File: config.mk
export PLATFORM = sky130hd
export DESIGN_NAME = input_unit_flat
export DESIGN_NICKNAME = d
export VERILOG_FILES = /design/src/rtl/input_unit_if.sv /design/src/rtl/input_unit.sv /design/src/flat_wrapper.sv
export SDC_FILE = /design/constraint.sdc
export NUM_CORES = 1
export LEC_CHECK = 0
export BUFFER_PORTS_ARGS = -buffer_cell sky130_fd_sc_hd__buf_2
export CORE_AREA = 5 5 104 106
export DETAILED_ROUTE_END_ITERATION = 10
export DIE_AREA = 0 0 109 111
export HOLD_SLACK_MARGIN = 0.15
export PLACE_DENSITY_LB_ADDON = 0.15
export RECOVER_POWER = 100
export SETUP_SLACK_MARGIN = 0.4
export SLEW_MARGIN = 0
export SYNTH_ARGS = -nofsm -noshare
export SYNTH_HDL_FRONTEND = slang
export SYNTH_SLANG_ARGS = --single-unit
File: constraint.sdc
create_clock -name clk -period 3.8 [get_ports clk]
set_input_delay 0.19 -clock clk [delete_from_list [all_inputs] [get_ports clk]]
set_output_delay 0.19 -clock clk [all_outputs]
set_load 0.03 [all_outputs]
File: src/rtl/input_unit_if.sv
// Board-side bundle for the input front end: raw buttons/switches in,
// captured word with valid/ack handshake and status out.
interface input_unit_if #(
  parameter int DATA_WIDTH = 16
);
  logic [2:0]            btn;
  logic [3:0]            sw;
  logic                  in_ack;
  logic [DATA_WIDTH-1:0] data;
  logic                  valid;
  logic [2:0]            btn_level;
  logic                  overrun;

  // The input unit itself.
  modport slave (
    input  btn, sw, in_ack,
    output data, valid, btn_level, overrun
  );

  // Board and consumer side.
  modport master (
    output btn, sw, in_ack,
    input  data, valid, btn_level, overrun
  );
endinterface

File: src/rtl/input_unit.sv
// Board-input front end: synchronises buttons/switches, debounces buttons,
// and captures the switch word on a btn[0] press under a valid/ack handshake.

module input_unit_db #(
  parameter int DEBOUNCE_CYCLES = 500000,
  parameter int CNT_WIDTH       = 20
) (
  input  logic clk,
  input  logic rst,
  input  logic btn_s_i,
  output logic st_o,
  output logic press_o
);
  logic                 st_q, st_d;
  logic [CNT_WIDTH-1:0] cnt_q, cnt_d;

  // A new level is accepted only after it has differed from the stable
  // level for DEBOUNCE_CYCLES consecutive cycles; any bounce restarts it.
  always_comb begin
    st_d    = st_q;
    cnt_d   = cnt_q;
    press_o = 1'b0;
    if (btn_s_i == st_q) begin
      cnt_d = '0;
    end else if (cnt_q == CNT_WIDTH'(DEBOUNCE_CYCLES - 1)) begin
      st_d    = btn_s_i;
      cnt_d   = '0;
      press_o = ~btn_s_i;
    end else begin
      cnt_d = cnt_q + 1'b1;
    end
  end

  always_ff @(posedge clk or posedge rst) begin
    if (rst) begin
      st_q  <= 1'b1;
      cnt_q <= '0;
    end else begin
      st_q  <= st_d;
      cnt_q <= cnt_d;
    end
  end

  assign st_o = st_q;
endmodule

module input_unit #(
  parameter int DATA_WIDTH      = 16,
  parameter int DEBOUNCE_CYCLES = 500000,
  parameter int CNT_WIDTH       = 20
) (
  input logic         clk,
  input logic         rst,
  input_unit_if.slave io
);
  typedef enum logic {IDLE, HOLD} state_t;

  logic [2:0] btn_m_q, btn_s_q;
  logic [3:0] sw_m_q, sw_s_q;
  logic [2:0] st, press;

  state_t                state_q, state_d;
  logic [DATA_WIDTH-1:0] data_q, data_d;
  logic                  ovr_q, ovr_d;
  logic [DATA_WIDTH-1:0] sw_ext;

  // Two-flop synchronisers; buttons idle high (active-low) out of reset.
  always_ff @(posedge clk or posedge rst) begin
    if (rst) begin
      btn_m_q <= 3'b111;
      btn_s_q <= 3'b111;
      sw_m_q  <= 4'b0000;
      sw_s_q  <= 4'b0000;
    end else begin
      btn_m_q <= io.btn;
      btn_s_q <= btn_m_q;
      sw_m_q  <= io.sw;
      sw_s_q  <= sw_m_q;
    end
  end

  for (genvar i = 0; i < 3; i++) begin : g_db
    input_unit_db #(
      .DEBOUNCE_CYCLES (DEBOUNCE_CYCLES),
      .CNT_WIDTH       (CNT_WIDTH)
    ) u_db (
      .clk     (clk),
      .rst     (rst),
      .btn_s_i (btn_s_q[i]),
      .st_o    (st[i]),
      .press_o (press[i])
    );
  end

  assign sw_ext = {{(DATA_WIDTH-4){1'b0}}, sw_s_q};

  // Flush pre-empts everything; clear and capture are evaluated together,
  // with an overrun-setting capture taking precedence over clear.
  always_comb begin
    state_d = state_q;
    data_d  = data_q;
    ovr_d   = ovr_q;
    if (press[2]) begin
      state_d = IDLE;
    end else begin
      if (press[1]) ovr_d = 1'b0;
      case (state_q)
        IDLE: begin
          if (press[0]) begin
            data_d  = sw_ext;
            state_d = HOLD;
          end
        end
        HOLD: begin
          if (io.in_ack && press[0]) begin
            data_d = sw_ext;
          end else if (io.in_ack) begin
            state_d = IDLE;
          end else if (press[0]) begin
            ovr_d = 1'b1;
          end
        end
        default: state_d = IDLE;
      endcase
    end
  end

  always_ff @(posedge clk or posedge rst) begin
    if (rst) begin
      state_q <= IDLE;
      data_q  <= '0;
      ovr_q   <= 1'b0;
    end else begin
      state_q <= state_d;
      data_q  <= data_d;
      ovr_q   <= ovr_d;
    end
  end

  assign io.data      = data_q;
  assign io.valid     = (state_q == HOLD);
  assign io.btn_level = ~st;
  assign io.overrun   = ovr_q;
endmodule

File: src/flat_wrapper.sv
// flat-port wrapper written by rule: the top's interface ports become plain ports
module input_unit_flat 
#(
  parameter int DATA_WIDTH      = 16,
  parameter int DEBOUNCE_CYCLES = 500000,
  parameter int CNT_WIDTH       = 20
)
  (clk, rst, io_btn, io_sw, io_in_ack, io_data, io_valid, io_btn_level, io_overrun);
  input_unit_if #(.DATA_WIDTH(DATA_WIDTH)) io_i ();
  input logic clk;
  input logic rst;
  input wire logic [$bits(io_i.btn)-1:0] io_btn;
  input wire logic [$bits(io_i.sw)-1:0] io_sw;
  input wire logic [$bits(io_i.in_ack)-1:0] io_in_ack;
  output wire logic [$bits(io_i.data)-1:0] io_data;
  output wire logic [$bits(io_i.valid)-1:0] io_valid;
  output wire logic [$bits(io_i.btn_level)-1:0] io_btn_level;
  output wire logic [$bits(io_i.overrun)-1:0] io_overrun;
  assign io_i.btn = io_btn;
  assign io_i.sw = io_sw;
  assign io_i.in_ack = io_in_ack;
  assign io_data = io_i.data;
  assign io_valid = io_i.valid;
  assign io_btn_level = io_i.btn_level;
  assign io_overrun = io_i.overrun;
  input_unit #(.DATA_WIDTH(DATA_WIDTH), .DEBOUNCE_CYCLES(DEBOUNCE_CYCLES), .CNT_WIDTH(CNT_WIDTH)) u_core (.clk(clk), .rst(rst), .io(io_i));
endmodule
==> flow_summary.json, run 1 <==
{
  "finalPower_mw": 1.63,
  "min_period_over_period_pct": 66.9,
  "die_area_um2": 12100,
  "worstPathArrival_ps": 2740,
  "core-area_um2": 9680,
  "start_util_pct": 39.0,
  "cts_tree": "done",
  "setup_tns_ps": 0,
  "drtIter0Drc": 77,
  "die_y_um": 111,
  "via_per_inst": 4.72,
  "drt-total-wl_mm": 6.78,
  "timing.hold.ws_ps": 352,
  "first_pass_iters": 4,
  "fmax_mhz": 393,
  "ctsHoldBuffers": 9,
  "place_ws_ps": 1640,
  "ys_async_sr_fraction_pct": 100,
  "yosysMostFrequentCell": "dfrtp_1",
  "violations": "capacitance limit, slew limit",
  "setup_viol": 0,
  "min_path_type": "reg2reg",
  "max-cap-violations": 1,
  "rsz0062_at_grt": "false",
  "power.leakage_nw": 1.78,
  "ys_ff_latch": 83,
  "worstSetupEndpointType": "flip-flop",
  "synth_area_um2": 3780,
  "synth_edf_count": 0,
  "period_needed_ps": 2540,
  "synth_warnings": 0,
  "cts_buffers": 9,
  "min_from": "u_core.sw_m_q[0]",
  "synthTopCellsByCount": "dfrtp_1, nor2_1, xor2_1",
  "num_rows": 36,
  "clk_pin_slew_worst_paths_ps": 80,
  "ys_types": 32,
  "cts_sinks": 83,
  "gp_congestion": 0.810,
  "grt_max_degree": 56,
  "dp_hpwl_mm": 4.47,
  "rr_worst_depth": 6,
  "grt_usage_pct": 12.6,
  "hold_violations": 0,
  "relSlewSlack_pct": -59.2,
  "rrSetupSlack_ps": 1260,
  "wl_per_cell_um": 12.8,
  "outcome": "complete, but fails checks",
  "grt_pass1_wl_mm": 12.2,
  "boundaryPins": 31,
  "nNetsFinal": 406,
  "clk_latency_ps": 360,
  "htreeDepth": 3,
  "overflow": 0,
  "area_growth_pct": 12.0,
  "fill_cells": 951,
  "avgSynthCellArea_um2": 10.5,
  "drive_above_1_share_pct": 10.6,
  "timing.final.max_slew_violations": 56,
  "vias": 2507,
  "drc": 0,
  "grt_antenna_before_repair": 0,
  "r2r-end": "u_core.g_db[1].u_db.cnt_q[8]",
  "r2r_start": "u_core.g_db[1].u_db.cnt_q[0]",
  "start_kind": "flip-flop",
  "antennaDiodeCount": 0,
  "die-width_um": 109,
  "tightest_slew_ps": 2370,
  "crit_start": "u_core.g_db[1].u_db.cnt_q[0]",
  "yosys.area.top_type": "dfrtp_1",
  "grt_pass1_vias": 2590,
  "required_ps": 4000,
  "vdd_drop_max_mv": 0.260,
  "setup_ws_ps": 1260,
  "min_path_cells": 0,
  "fin_skew_ps": 5.89,
  "path_max_fanout": 19,
  "portBuffers": 18,
  "syn_inst": 360,
  "root_buffer": "clkbuf_8",
  "detail-route-antenna-nets": 0,
  "post-route-util_pct": 43.7,
  "power_per_cell_area_nw_per_um2": 385,
  "synthTopCellsByArea": "dfrtp_1, xor2_1, nor2_1",
  "cts_setup_buffers": 0,
  "min_to": "u_core.sw_s_q[0]",
  "synthFlopType": "dfrtp_1",
  "synth_seq_area_share_pct": 55.3,
  "cts_resized": 0,
  "path_class": "reg2reg",
  "clk_path_buf_depth": 2,
  "synth_top_area_share_pct": 49.0
}
-- registers in the layout, summed over array words and instances (netlist names) --
name                    count
u_core.g_db.u_db.cnt_q     60
u_core.io.data              4
u_core.sw_m_q               4
u_core.sw_s_q               4
u_core.btn_m_q              3
u_core.btn_s_q              3
u_core.g_db.u_db.st_o       3
u_core.io.overrun           1
u_core.io.valid             1
-- cell families after synthesis --
logic type | Yosys count | share of synthesized area [%]
AO/OA/AOI/OAI | 4 | 0.662
XOR/XNOR | 57 | 13.2
adder cells (fa/ha/maj) | 3 | 0.993
buffers and inverters | 25 | 4.07
flip-flops | 83 | 55.3
multiplexers | 5 | 1.49
other | 1 | 0.0992
AND/OR/NAND/NOR | 182 | 24.2
-- metal layers --
layer,vias to the layer above,part of all wire (%),track usage [%]
met4,0,1.8,4.97
met3,13,3.7,3.61
li1,1255,-,-
met2,33,45,19.0
met5,-,0,0
met1,1206,49,17.0
-- cell usage in the layout (no fill, tap or decap) --
cell,instances
nand4_1,14
xnor2_1,26
inv_1,7
nand3_1,27
conb_1,12
buf_4,1
clkinvlp_2,1
a21oi_1,1
clkinvlp_4,1
or2_0,2
and4_1,6
nand2b_1,1
nor2_1,70
ha_1,3
nand2_1,23
o21ai_0,2
dfstp_2,9
nor2b_1,2
and3_1,9
mux2_2,5
clkinv_4,2
nand3b_1,1
clkbuf_8,10
clkbuf_1,9
dlygate4sd3_1,9
and2_0,1
nor3_1,6
dfrtp_1,74
nor3b_1,1
or4_1,2
a21bo_2,1
nor4b_1,7
xor2_1,31
nor4_1,7
buf_2,9
bufinv_16,1
and2_1,2
or3_1,1
clkinv_2,2
-- how the worst max path moves through the flow --
stage | to | slack (ps)
2_1_floorplan | u_core.g_db[0].u_db.cnt_q[0] | 1490
3_3_place_gp | u_core.io.data[0] | 1660
3_5_place_dp | u_core.io.data[0] | 1640
4_1_cts | u_core.io.data[2] | 1630
5_1_grt | u_core.g_db[1].u_db.cnt_q[10] | 960
6_report | u_core.g_db[1].u_db.cnt_q[8] | 1260
-- report_power, final --
part	switching, mW	internal [mW]
sequential	0.0116	0.901
combinational	0.0522	0.0193
clock	0.323	0.321
total	0.386	1.24
-- stage by stage --
step | std cells | area, µm²
after floorplan | 371 | 3820
after global placement | 506 | 3960
after detailed placement | 506 | 3960
after CTS | 531 | 4250
after global routing | 531 | 4230
final | 531 | 4230
-- worst max-delay path, cell delays in order, from the launching register on --
cell and delay (ps):
dfrtp_1 390, ha_1 260, nand4_1 170, nor4_1 310
and4_1 270, or2_0 840, nor2_1 140
-- final cells by class --
cell class | count | area (µm²) | share of cell area, %
clock buffer | 10 | 138 | 3.25
clock inverter | 6 | 65.1 | 1.54
inverter | 8 | 31.3 | 0.739
multi-input combinational | 263 | 1570 | 37.0
sequential | 83 | 2090 | 49.4
tap | 133 | 166 | 3.93
timing repair buffer | 28 | 176 | 4.17
Power figures use the tool's default switching activity.
==> inputs of run 2 (changes only) <==
- clock period: 3.8 -> 2.25 ns (I/O delays scaled with it)
==> flow_summary.json, run 2 (same netlist as run 1, synthesis figures left out) <==
{
  "outcome": "finished clean",
  "setup_viol": 0,
  "drt-total-wl_mm": 7.37,
  "power_per_cell_area_nw_per_um2": 625,
  "worstSetupEndpointType": "flip-flop",
  "first_pass_iters": 4,
  "top_usage_layer": "met2",
  "core-area_um2": 9680,
  "wl_per_cell_um": 13.4,
  "die_y_um": 111,
  "gp_congestion": 0.778,
  "drc": 0,
  "num_rows": 36,
  "largest_reg_flops": 60,
  "max_stage_delay_ps": 540,
  "final_common_cell": "dfrtp_1",
  "postPlaceCellArea_um2": 4050,
  "rsz0062_at_grt": "true",
  "start_kind": "flip-flop",
  "timing.final.max_slew_violations": 0,
  "worstPathCellList": "ha_1, and4_1, nand2_2, or4_4, nand2_4, mux2_1",
  "final_cell_mix": "dfrtp_1, nor2_1, xor2_1",
  "cts_buffers": 9,
  "crit_start": "u_core.g_db[2].u_db.cnt_q[1]",
  "endpoint": "u_core.io.data[0]",
  "nNetsFinal": 426,
  "finalPower_mw": 2.78,
  "htreeDepth": 3,
  "tightest_slew_ps": 1490,
  "detail-route-antenna-nets": 0,
  "start_util_pct": 39.0,
  "min_path_type": "reg2reg",
  "die-width_um": 109,
  "cts_sinks": 83,
  "setup_ws_ps": 272,
  "grt_pass1_wl_mm": 12.8,
  "boundaryPins": 31,
  "grt_use_met2_pct": 19.5,
  "setup_tns_ps": 0,
  "rr_worst_depth": 6,
  "required_ps": 2500,
  "cts_tree": "done",
  "portBuffers": 18,
  "via_per_inst": 4.79,
  "slowest_stage": "or4_4",
  "vias": 2642,
  "min_period_over_period_pct": 87.9,
  "die_area_um2": 12100,
  "grt_max_degree": 57,
  "grt_antenna_before_repair": 0,
  "antennaDiodeCount": 0,
  "drive_above_1_share_pct": 15.8,
  "grt_usage_pct": 13.2,
  "hold_violations": 0,
  "max-cap-violations": 0,
  "clk_path_buf_depth": 2,
  "met1_usage_pct": 18.2,
  "vdd_drop_max_mv": 0.387,
  "power.leakage_nw": 1.90,
  "clk_latency_ps": 360,
  "r2r_start": "u_core.g_db[2].u_db.cnt_q[1]",
  "path_max_fanout": 4,
  "rrSetupSlack_ps": 270,
  "r2r-end": "u_core.io.data[0]",
  "drtIter0Drc": 61,
  "area_growth_pct": 17.9,
  "fmax_mhz": 505,
  "fin_area_um2": 4460,
  "period_needed_ps": 1980,
  "grt_pass1_vias": 2698,
  "clk_pin_slew_worst_paths_ps": 90,
  "dp_hpwl_mm": 4.79,
  "place_ws_ps": 171,
  "fin_skew_ps": 16.7,
  "path_class": "reg2reg",
  "grtUsageMet3_pct": 2.85,
  "root_buffer": "clkbuf_8",
  "top_register": "u_core.g_db.u_db.cnt_q",
  "relSlewSlack_pct": 0.705,
  "worstPathArrival_ps": 2220,
  "fill_cells": 931,
  "overflow": 0
}
[run 2: cell types whose count changed in the layout (fill, tap and decap cells not counted), sizes merged]
cell,before,now
clkinvlp,2,1
buf,10,23
clkinv,4,3
inv,7,8
or2,2,3
clkbuf,19,26
[run 2: power by group]
group / internal [mW] / switching, mW / leakage (nW)
Combinational: 0.0462 / 0.0968 / 0.699
Clock: 0.550 / 0.552 / 0.104
Sequential: 1.52 / 0.0185 / 1.10
[run 2: area by class of cell]
cell class                      count  area [µm²]  area share [%]
Tap cell                          133         166            3.73
Inverter                            8        33.8           0.758
Clock inverter                      5        61.3            1.38
Multi-Input combinational cell    264        1650            37.0
Timing Repair Buffer               47         315            7.08
Sequential cell                    83        2090            46.9
Clock buffer                       11         141            3.17
[run 2: worst min-delay path by stage]
stage / from / to / slack (ps) / cells after the start
after floorplan: io_btn[0] / u_core.btn_m_q[0] / 120 / 0
after global placement: rst / u_core.sw_s_q[2] / 220 / 3
after detailed placement: rst / u_core.sw_m_q[0] / 220 / 3
after CTS: u_core.sw_m_q[2] / u_core.sw_s_q[2] / 360 / 0
after global routing: u_core.sw_m_q[0] / u_core.sw_s_q[0] / 360 / 0
final: u_core.sw_m_q[3] / u_core.sw_s_q[3] / 350 / 0
[run 2: timing repair]
action / 4_1_cts / 5_1_grt
hold buffers: 9 / 0
cloned: 0 / 1
hold endpoints to repair: 91 / 0
pin swaps: 2 / 8
setup buffers: 5 / 6
endpoints found under the setup margin: 58 / 61
gates resized for setup: 14 / 9
[run 2: critical path: cells and delay by family (launching register included)]
family | cells | cell delay [ps]
mux | 1 | 330
simple gates | 4 | 970
flops | 1 | 360
fa+ha+maj | 1 | 220
[run 2: metal layers]
layer  share of wire [%]  wire length, µm  up-vias
met5                   0                0        -
met4                 2.6              193        0
met2                  46             3400       46
li1                    -                -     1295
met3                 3.5              260       19
met1                  48             3520     1282
[run 2: per-stage QoR]
| step | hold slack (ps) | util, % | std cells |
|---|---|---|---|
| final | 354 | 46.0 | 551 |
| after global routing | 365 | 46.0 | 551 |
| after CTS | 357 | 45.8 | 544 |
| after detailed placement | 219 | 41.8 | 514 |
| after global placement | 218 | 41.8 | 514 |
| after floorplan | 117 | - | 371 |
==> inputs of run 3 (changes only) <==
- PLACE_DENSITY: default -> 0.59
- PLACE_DENSITY_LB_ADDON: 0.15 -> default
==> flow_summary.json, run 3 (same netlist as run 1, synthesis figures left out) <==
{
  "tightest_slew_ps": 1610,
  "vias": 2610,
  "power_switching_mw": 0.726,
  "largest_reg_flops": 60,
  "violations": "capacitance limit, slew limit",
  "drt-total-wl_mm": 7.14,
  "via_per_inst": 4.75,
  "dpl.cell_count": 512,
  "cpMostUsedCell": "nand2_2",
  "hold_violations": 0,
  "timing.final.max_slew_violations": 37,
  "min_path_type": "reg2reg",
  "clk_latency_ps": 350,
  "cts_sinks": 83,
  "area_growth_pct": 19.3,
  "top_register": "u_core.g_db.u_db.cnt_q",
  "fmax_mhz": 500,
  "p_comb_share_pct": 5.1,
  "cts_tree": "done",
  "die_y_um": 111,
  "cpLargestDelayFamily": "simple AND/OR/NAND/NOR gates",
  "grt_usage_pct": 12.7,
  "fin_skew_ps": 8.34,
  "switching_share_pct": 26.5,
  "grt_pass1_vias": 2604,
  "setup_tns_ps": 0,
  "pwr-share-seq_pct": 56.4,
  "rsz0062_at_grt": "true",
  "dp_hpwl_mm": 4.61,
  "boundaryPins": 31,
  "final_cell_mix": "nor2_1, dfrtp_1, xor2_1",
  "grt_antenna_before_repair": 0,
  "max-cap-violations": 1,
  "die_area_um2": 12100,
  "path_max_fanout": 18,
  "drc": 0,
  "rrSetupSlack_ps": 250,
  "grt_max_degree": 40,
  "power.leakage_nw": 1.91,
  "cts_buffers": 9,
  "power_per_cell_area_nw_per_um2": 606,
  "wl_per_cell_um": 13.0,
  "root_buffer": "clkbuf_8",
  "first_pass_iters": 4,
  "htreeDepth": 3,
  "drtIter0Drc": 48,
  "setup_ws_ps": 250,
  "finalNonFillerCells": 549,
  "period_needed_ps": 2000,
  "drive_above_1_share_pct": 18.8,
  "postPlaceCellArea_um2": 4020,
  "max_stage_delay_ps": 560,
  "antennaDiodeCount": 0,
  "pwr-share-clk_pct": 38.5,
  "clk_pin_slew_worst_paths_ps": 100,
  "setup_viol": 0,
  "required_ps": 2480,
  "detail-route-antenna-nets": 0,
  "core-area_um2": 9680,
  "die-width_um": 109,
  "worstPathCellList": "ha_4, and4_4, nand2_2, or4_1, nand2_2, nor2_1",
  "outcome": "complete, but fails checks",
  "gp_congestion": 0.811,
  "start_util_pct": 39.0,
  "clk_path_buf_depth": 2,
  "nNetsFinal": 424,
  "grt_pass1_wl_mm": 12.5,
  "slowest_stage": "or4_1",
  "path_buf_inv": 0,
  "start_kind": "flip-flop",
  "min_period_over_period_pct": 88.9,
  "portBuffers": 18,
  "path_class": "reg2reg",
  "p_int_mw": 2.01,
  "relSlewSlack_pct": -7.69,
  "fin_area_um2": 4510,
  "vdd_drop_max_mv": 0.348,
  "worstSetupEndpointType": "flip-flop",
  "overflow": 0,
  "num_rows": 36,
  "worstPathArrival_ps": 2230,
  "place_ws_ps": 168
}
==> run 3: cell types whose count changed in the layout (fill, tap and decap cells not counted), sizes merged <==
cell and change:
buf +2, bufinv -1, clkinv -2, clkbuf -6
inv +5
==> run 3: final timing paths <==
check,from,to,cells past startpoint
max reg2reg,u_core.g_db[2].u_db.cnt_q[1],u_core.g_db[2].u_db.cnt_q[6],6
min,u_core.sw_m_q[1],u_core.sw_s_q[1],0
max in group asynchronous,rst,u_core.g_db[0].u_db.cnt_q[17],4
min reg2reg,u_core.sw_m_q[1],u_core.sw_s_q[1],0
max,u_core.g_db[2].u_db.cnt_q[1],u_core.g_db[2].u_db.cnt_q[6],6
min in group asynchronous,rst,u_core.sw_m_q[1],3
==> run 3: area by class of cell <==
type,count,area [µm²]
repair buffers,45,312
multi-input cells,264,1710
fillers,898,5180
well taps,133,166
clock inverters,7,73.8
flip-flops and latches,83,2090
inverters,8,31.3
clock buffers,9,124
==> run 3: metal layers <==
layer	track usage, %	share of wire, %	up-vias
li1	-	-	1289
met2	19.6	50	41
met1	17.3	46	1271
met3	3.84	3.4	9
met4	3.45	1.2	0
met5	0	0	-
==> run 3: through the flow <==
stage | power (mW) | util, % | hold WS, ps
floorplan | 1.67 | - | 117
global placement | 1.68 | 41.5 | 219
detailed placement | 1.69 | 41.5 | 219
CTS | 2.78 | 45.7 | 360
global route | 2.85 | 46.5 | 366
finish | 2.73 | 46.5 | 360
==> run 3: timing repair <==
action / CTS / global route
gates cloned: 1 / 0
setup endpoints to repair: 60 / 62
hold endpoints to repair: 40 / 0
hold buffers: 9 / 0
pin swaps: 3 / 7
resized for setup: 19 / 19
buffers inserted: 4 / 7
==> run 3: power by group through the flow <==
stage                     logic (mW)  registers [mW]  clock network [mW]
after global routing           0.159            1.55                1.15
final                          0.139            1.54                1.05
after floorplan                0.105            1.56                   0
after CTS                      0.137            1.54                1.10
after detailed placement       0.117            1.57                   0
after global placement         0.115            1.57                   0
